`config.mk`:
```
export PLATFORM = sky130hd
export DESIGN_NAME = press_classifier
export DESIGN_NICKNAME = d
export VERILOG_FILES = /design/src/rtl/press_classifier.sv
export SDC_FILE = /design/constraint.sdc
export NUM_CORES = 1
export LEC_CHECK = 0
export ABC_AREA = 1
export CORE_MARGIN = 1
export CORE_UTILIZATION = 50
export CTS_BUF_LIST = sky130_fd_sc_hd__clkbuf_4 sky130_fd_sc_hd__clkbuf_8
export DETAILED_ROUTE_END_ITERATION = 8
export DONT_BUFFER_PORTS = 1
export GPL_TIMING_DRIVEN = 0
export PLACE_DENSITY = 0.67
export SYNTH_ARGS = -nofsm -noshare
export SYNTH_HDL_FRONTEND = slang
export SYNTH_SLANG_ARGS = --single-unit
export TNS_END_PERCENT = 20
```
`constraint.sdc`:
```
create_clock -name clk -period 1.96 [get_ports clk]
set_clock_uncertainty 0.1 [all_clocks]
set_input_delay 0.392 -clock clk [delete_from_list [all_inputs] [get_ports clk]]
set_output_delay 0.392 -clock clk [all_outputs]
set_load 0.1 [all_outputs]
```
`src/rtl/press_classifier.sv`:
```
// Press classifier: turns a debounced button level into press / short / long / double events.
// Optional `PRESS_CNT_EN adds an 8-bit wrapping press counter output (press_cnt).
module press_classifier #(
  parameter int LONG_CYCLES = 100_000_000,
  parameter int GAP_CYCLES  = 30_000_000,
  parameter int CNT_W       = 27
) (
  input  logic       clk,
  input  logic       rst,
  input  logic       db_in,
  output logic       press_pulse,
  output logic       short_press,
  output logic       long_press,
  output logic       double_press,
  output logic       busy
`ifdef PRESS_CNT_EN
  ,
  output logic [7:0] press_cnt
`endif
);

  typedef enum logic [2:0] {
    IDLE           = 3'd0,
    PRESSED        = 3'd1,
    LONG_HELD      = 3'd2,
    WAIT_GAP       = 3'd3,
    SECOND_PRESSED = 3'd4
  } state_t;

  localparam logic [CNT_W-1:0] LONG_LAST = CNT_W'(LONG_CYCLES - 1);
  localparam logic [CNT_W-1:0] GAP_LAST  = CNT_W'(GAP_CYCLES - 1);
  localparam logic [CNT_W-1:0] CNT_ONE   = CNT_W'(1);

  state_t           state, state_n;
  logic [CNT_W-1:0] cnt, cnt_n;
  logic             prev;
  logic             rise;
  logic             press_n, short_n, long_n, double_n, busy_n;

  assign rise = db_in & ~prev;

  // prev resets high so a button held through reset is not taken as a press.
  always_ff @(posedge clk or negedge rst) begin
    if (!rst) begin
      state <= IDLE;
      cnt   <= '0;
      prev  <= 1'b1;
    end else begin
      state <= state_n;
      cnt   <= cnt_n;
      prev  <= db_in;
    end
  end

  always_comb begin
    state_n = state;
    cnt_n   = cnt;
    case (state)
      IDLE: begin
        if (rise) begin
          state_n = PRESSED;
          cnt_n   = CNT_ONE;
        end
      end
      PRESSED: begin
        if (db_in) begin
          if (cnt == LONG_LAST) state_n = LONG_HELD;
          else                  cnt_n   = cnt + CNT_ONE;
        end else begin
          // The release edge already counts as the first low sample.
          state_n = WAIT_GAP;
          cnt_n   = CNT_ONE;
        end
      end
      LONG_HELD: begin
        if (!db_in) state_n = IDLE;
      end
      WAIT_GAP: begin
        // A high on the final gap edge wins over the timeout.
        if (db_in)                 state_n = SECOND_PRESSED;
        else if (cnt == GAP_LAST)  state_n = IDLE;
        else                       cnt_n   = cnt + CNT_ONE;
      end
      SECOND_PRESSED: begin
        if (!db_in) state_n = IDLE;
      end
      default: begin
        state_n = IDLE;
        cnt_n   = '0;
      end
    endcase
  end

  always_comb begin
    press_n  = 1'b0;
    short_n  = 1'b0;
    long_n   = 1'b0;
    double_n = 1'b0;
    busy_n   = (state_n != IDLE);
    case (state)
      IDLE:     press_n = rise;
      PRESSED:  long_n  = db_in && (cnt == LONG_LAST);
      WAIT_GAP: begin
        press_n  = db_in;
        double_n = db_in;
        short_n  = !db_in && (cnt == GAP_LAST);
      end
      default: ;
    endcase
  end

  always_ff @(posedge clk or negedge rst) begin
    if (!rst) begin
      press_pulse  <= 1'b0;
      short_press  <= 1'b0;
      long_press   <= 1'b0;
      double_press <= 1'b0;
      busy         <= 1'b0;
    end else begin
      press_pulse  <= press_n;
      short_press  <= short_n;
      long_press   <= long_n;
      double_press <= double_n;
      busy         <= busy_n;
    end
  end

`ifdef PRESS_CNT_EN
  always_ff @(posedge clk or negedge rst) begin
    if (!rst)         press_cnt <= 8'd0;
    else if (press_n) press_cnt <= press_cnt + 8'd1;
  end
`endif

endmodule

```
After elaboration in Yosys (flattened, before gate mapping) --
Index checks and enable logic that the tools add are counted.
Word-level totals: register bits after elaboration 36, bits of input ports 3
Cells by class: add/subtract/negate cells 1, equality and inequality tests 10, multiplexer cells 17, bitwise operators 3, reduce and logical (&&, ||, !) cells 7
Operators with widths (number):
- 2-to-1 mux 27 bit | 5
- case mux 27 bit (4 select lines) | 1
- adder 27 x 1 -> 27 bit, second input constant | 1
- == test 27 x 25 -> 1 bit, second input constant | 1
- == test 27 bit, second input constant | 1
- 2-to-1 mux 3 bit | 6
- case mux 3 bit (4 select lines) | 1
- == test 3 x 2 -> 1 bit, second input constant | 2
- != test 2 bit, second input constant | 3
- AND reduction 5 bit | 1
- == test 3 x 1 -> 1 bit, second input constant | 1
- == test 3 bit, second input constant | 1
- zero test 3 bit | 1
- 2-to-1 mux 1 bit | 3
- != test 3 bit, second input constant | 1
- nonzero test 3 bit | 1
- logical AND 1 bit | 2
- inverter 1 bit | 2
- case mux 1 bit (2 select lines) | 1
- OR reduction 2 bit | 1
- bitwise AND 1 bit | 1
- zero test 1 bit | 1

Longest topological paths before layout --
depth after elaboration 5, depth in mapped cells 11

Worst setup path before layout --
Ideal clock, no wire load.
path type reg2reg, start point register cnt[0], end point register cnt[18], arrival time 1598 ps, slack 145 ps, stages on the path, launching flop included 12, buffers on the path 1, period minus slack after synthesis 1815 ps, cells stage by stage dfrtp_1 -> ha_1 -> inv_2 -> nor2_8 -> nand2_4 -> nor2_2 -> nand3_2 -> nand3_4 -> inv_4 -> buf_6 -> nand2_1 -> nand2_1
Between the ends: cells in the longest elaborated chain, start to end 4
RTL lines:
- from (decl) | RTL line 35 | logic [CNT_W-1:0] cnt, cnt_n;
- from (signal assigned) | RTL line 50 | cnt <= cnt_n;
- adder 27 x 1 -> 27 bit | RTL line 68, 82
- 2-to-1 mux 27 bit, on equally long branches | RTL line 81, 67
- 2-to-1 mux 27 bit, on equally long branches | RTL line 80, 66
- case mux 27 bit (4 select lines) | RTL line 58 | case (state)
Several ways; a longest one is shown, not always the timed one. The select of a mux whose other input is x is not followed. A chain may end at the register's enable or synchronous reset.

Worst setup path after layout --
start point register cnt[1], end point register cnt[24]
The elaborated chain is that of the path after synthesis.

==> out/qor.yml <==
finalCritPeriodShare_pct: 94.5
whs_path_depth: 3
netlist_area_um2: 2710
synth_commonest_cells: "nand2_1 (171), nor2_1 (60), nand3_1 (44), dfrtp_1 (35), inv_1 (29)"
fp.coreArea_um2: 5170
seq_area_um2: 906
drc: 0
cts.path.max_buffers: 2
p_leak_nw: 1.42
outcome: "finished, final reports clean"
grt_pass1_vias: 2414
fmax_mhz: 540
routed_wl_um: 8020
cts.clk_slew.worst_paths_ps: 80
synth_area_leaders: "dfrtp_1 (32%), nand2_1 (24%), nor2_1 (8.3%)"
crit_arrival_ps: 1940
num_antenna_cells: 0
ir_drop_v: 0.000886
gr-usage-all-layers_pct: 30.0
finalSetupViolCount: 0
antenna_found_initial: 0
synth_top_area_cell: "dfrtp_1"
synth_edf_count: 0
switching_share_pct: 48.3
finalSetupTns_ps: 0
r2r_slack_ps: 110
fp.dieH_um: 75.7
path_max_fanout: 10
rsz0062_at_grt: "true"
seqPwrFrac_pct: 37.4
globalplace.congestion: 0.983
internal_power_w: 0.00145
worstPathCellList: "ha_4 > inv_2 > nor2_8 > inv_2 > nor3_2 > nand3_2 > nand3_4 > inv_4 > buf_6 > nand2_1 > nand2_1"
crit_slowest_cell: "dfrtp_2"
slowest_delay_ps: 410
hold_end: "double_press"
grt_pass1_wl_um: 12200
combinationalPowerShare_pct: 43.2
reg2regPathDepth: 11
p_sw_w: 0.00135
relSlewSlack_pct: 40.7
vias_per_cell: 5.50
syn_to_final_growth_pct: 11.0
vias: 2829
met2_usage_pct: 46.7
ys_warn_count: 0
die_w_um: 75.7
final_net_count: 447
htreeDepth: 2
grt_use_met3_pct: 5.03
synth_fa_ha_area_share_pct: 0.461
root_buffer: "clkbuf_8"
place_ws_ps: -173
ys_types: 33
r2r-start: "cnt[1]"
rr_endpoint: "cnt[24]"
initial_utilization_pct: 52.5
worstSetupPathType: "reg2reg"
synth_compound_area_share_pct: 5.90
numPortBuffers: 0
startpoint_type: "flip-flop"
finalHoldViolCount: 0
ys.flop_type: "dfrtp_1"
syn_avg_cell_area_um2: 6.34
min_period_ps: 1850
cts_sinks: 36
first_pass_iters: 5
cts_tree: "built"
drt_iter0_markers: 265
crit_required_ps: 2040
crit_family: "simple AND/OR/NAND/NOR gates"
syn_nets: 432
cap_violations: 0
hold_path_class: "in2reg"
fillers: 508
p_per_area_nw_per_um2: 930
slew_violations: 0
grt_max_degree: 37
ys_seq_area_share_pct: 33.2
clkPwrFrac_pct: 19.4
use_met1_pct: 43.0
layout_setup_ws_ps: 107
min_from: "db_in"
dp_hpwl_um: 5970
synth_xor_area_share_pct: 2.90
row_count: 26
worst_pin_slew_ps: 890
synth_top_area_share_pct: 32.3
numCtsBuffers: 5
io_pins: 8
synth_seq_cells: 36
synthArstFlopShare_pct: 100
path_buf_inv: 4
synth_top_family_by_area: "simple AND/OR/NAND/NOR gates"
grt_overflow: 0
end_kind: "flip-flop"
dieArea_um2: 5730
synthCells: 428
multiInputGateArea_um2: 1640
synthMuxAreaShare_pct: 0
worst_skew_pair.late_latency_ps: 300
ant_nets: 0
wire_per_inst_um: 15.6
top_usage_layer: "met2"
post-synth-top-count-cell: "nand2_1"
drive_above_1_share_pct: 12.4
synth-simple-area-share_pct: 49.7
worst max-delay path by stage:
stage,from,to,slack (ps),cells past startpoint
3_3_place_gp,cnt[0],cnt[0],-190,11
2_1_floorplan,cnt[0],cnt[18],150,11
5_1_grt,cnt[1],cnt[24],-4,11
4_1_cts,cnt[0],cnt[13],10,9
6_report,cnt[1],cnt[24],110,11
3_5_place_dp,cnt[0],cnt[25],-170,11
final cells by class:
cell class	count	area share [%]
plain buffers	12	2.78
flip-flops and latches	36	30.1
well taps	70	2.91
inverters	34	4.32
multi-input cells	346	54.4
repair buffers	8	2.57
clock inverters	3	0.623
clock buffers	5	2.28
timing repair:
action / in CTS / in global routing
pin swaps: 0 / 1
hold endpoints to repair: 37 / 0
resized for setup: 3 / 16
setup buffers: 3 / 2
gates cloned: 0 / 0
hold buffers: 3 / 0
setup endpoints to repair: 29 / 28
worst register-to-register path: stages (launching register included):
cell and delay (ps):
dfrtp_2 410, ha_4 170, inv_2 80, nor2_8 140, inv_2 70, nor3_2 190
nand3_2 140, nand3_4 120, inv_4 70, buf_6 150, nand2_1 70, nand2_1 50
state kept, by name (all words and copies together), names as in the netlist:
name and cells:
press_pulse 1, busy 1, prev 1, cnt 27
short_press 1, double_press 1, long_press 1, state 3
layer usage:
metal | vias up | part of all wire, % | routed length (um)
li1 | 1417 | - | -
met5 | - | 0 | 0
met3 | 15 | 7.3 | 585
met2 | 102 | 45 | 3600
met1 | 1295 | 46 | 3710
met4 | 0 | 1.6 | 131
cell usage in the layout, fill, tap and decap left out, types with 2 or more instances in the layout:
master,count
clkinv_2,2
dlygate4sd3_1,2
clkbuf_1,4
inv_1,29
nor2_2,12
buf_4,8
clkbuf_8,5
o21ai_1,2
buf_6,3
nand4_1,19
a21oi_1,3
nor3_1,2
xor2_1,9
nor2_1,51
dfrtp_2,3
nand2_2,5
nand2_1,169
dfrtp_1,32
o21bai_1,3
o21ai_0,14
inv_2,3
nand3_2,2
nand3_1,44
power by group through the flow:
stage / sequential (W) / combinational, W / clock, W
after floorplan: 0.00104 / 0.000789 / 0
after global placement: 0.00106 / 0.00109 / 0
final: 0.00105 / 0.00121 / 0.000543
after CTS: 0.00104 / 0.00120 / 0.000553
after global routing: 0.00106 / 0.00131 / 0.000580
after detailed placement: 0.00106 / 0.00111 / 0
per-stage QoR:
stage	cells	cell area [um2]	utilization (%)	total power (W)	hold WS, ps
finish	514	3010	58.2	0.00280	373
detailed placement	498	2800	54.2	0.00217	-2.61
global placement	498	2800	54.2	0.00214	-2.95
CTS	512	2970	57.3	0.00280	361
global route	514	3010	58.2	0.00295	374
floorplan	428	2710	-	0.00182	-3.59
logic make-up after synthesis:
group	after synthesis
buffers and inverters	46
adders and majority gates	1
and+or+nand+nor	309
AOI/OAI and AO/OA	27
xor gates and xnor gates	9
DFF	36
Power figures use the tool's default switching activity.
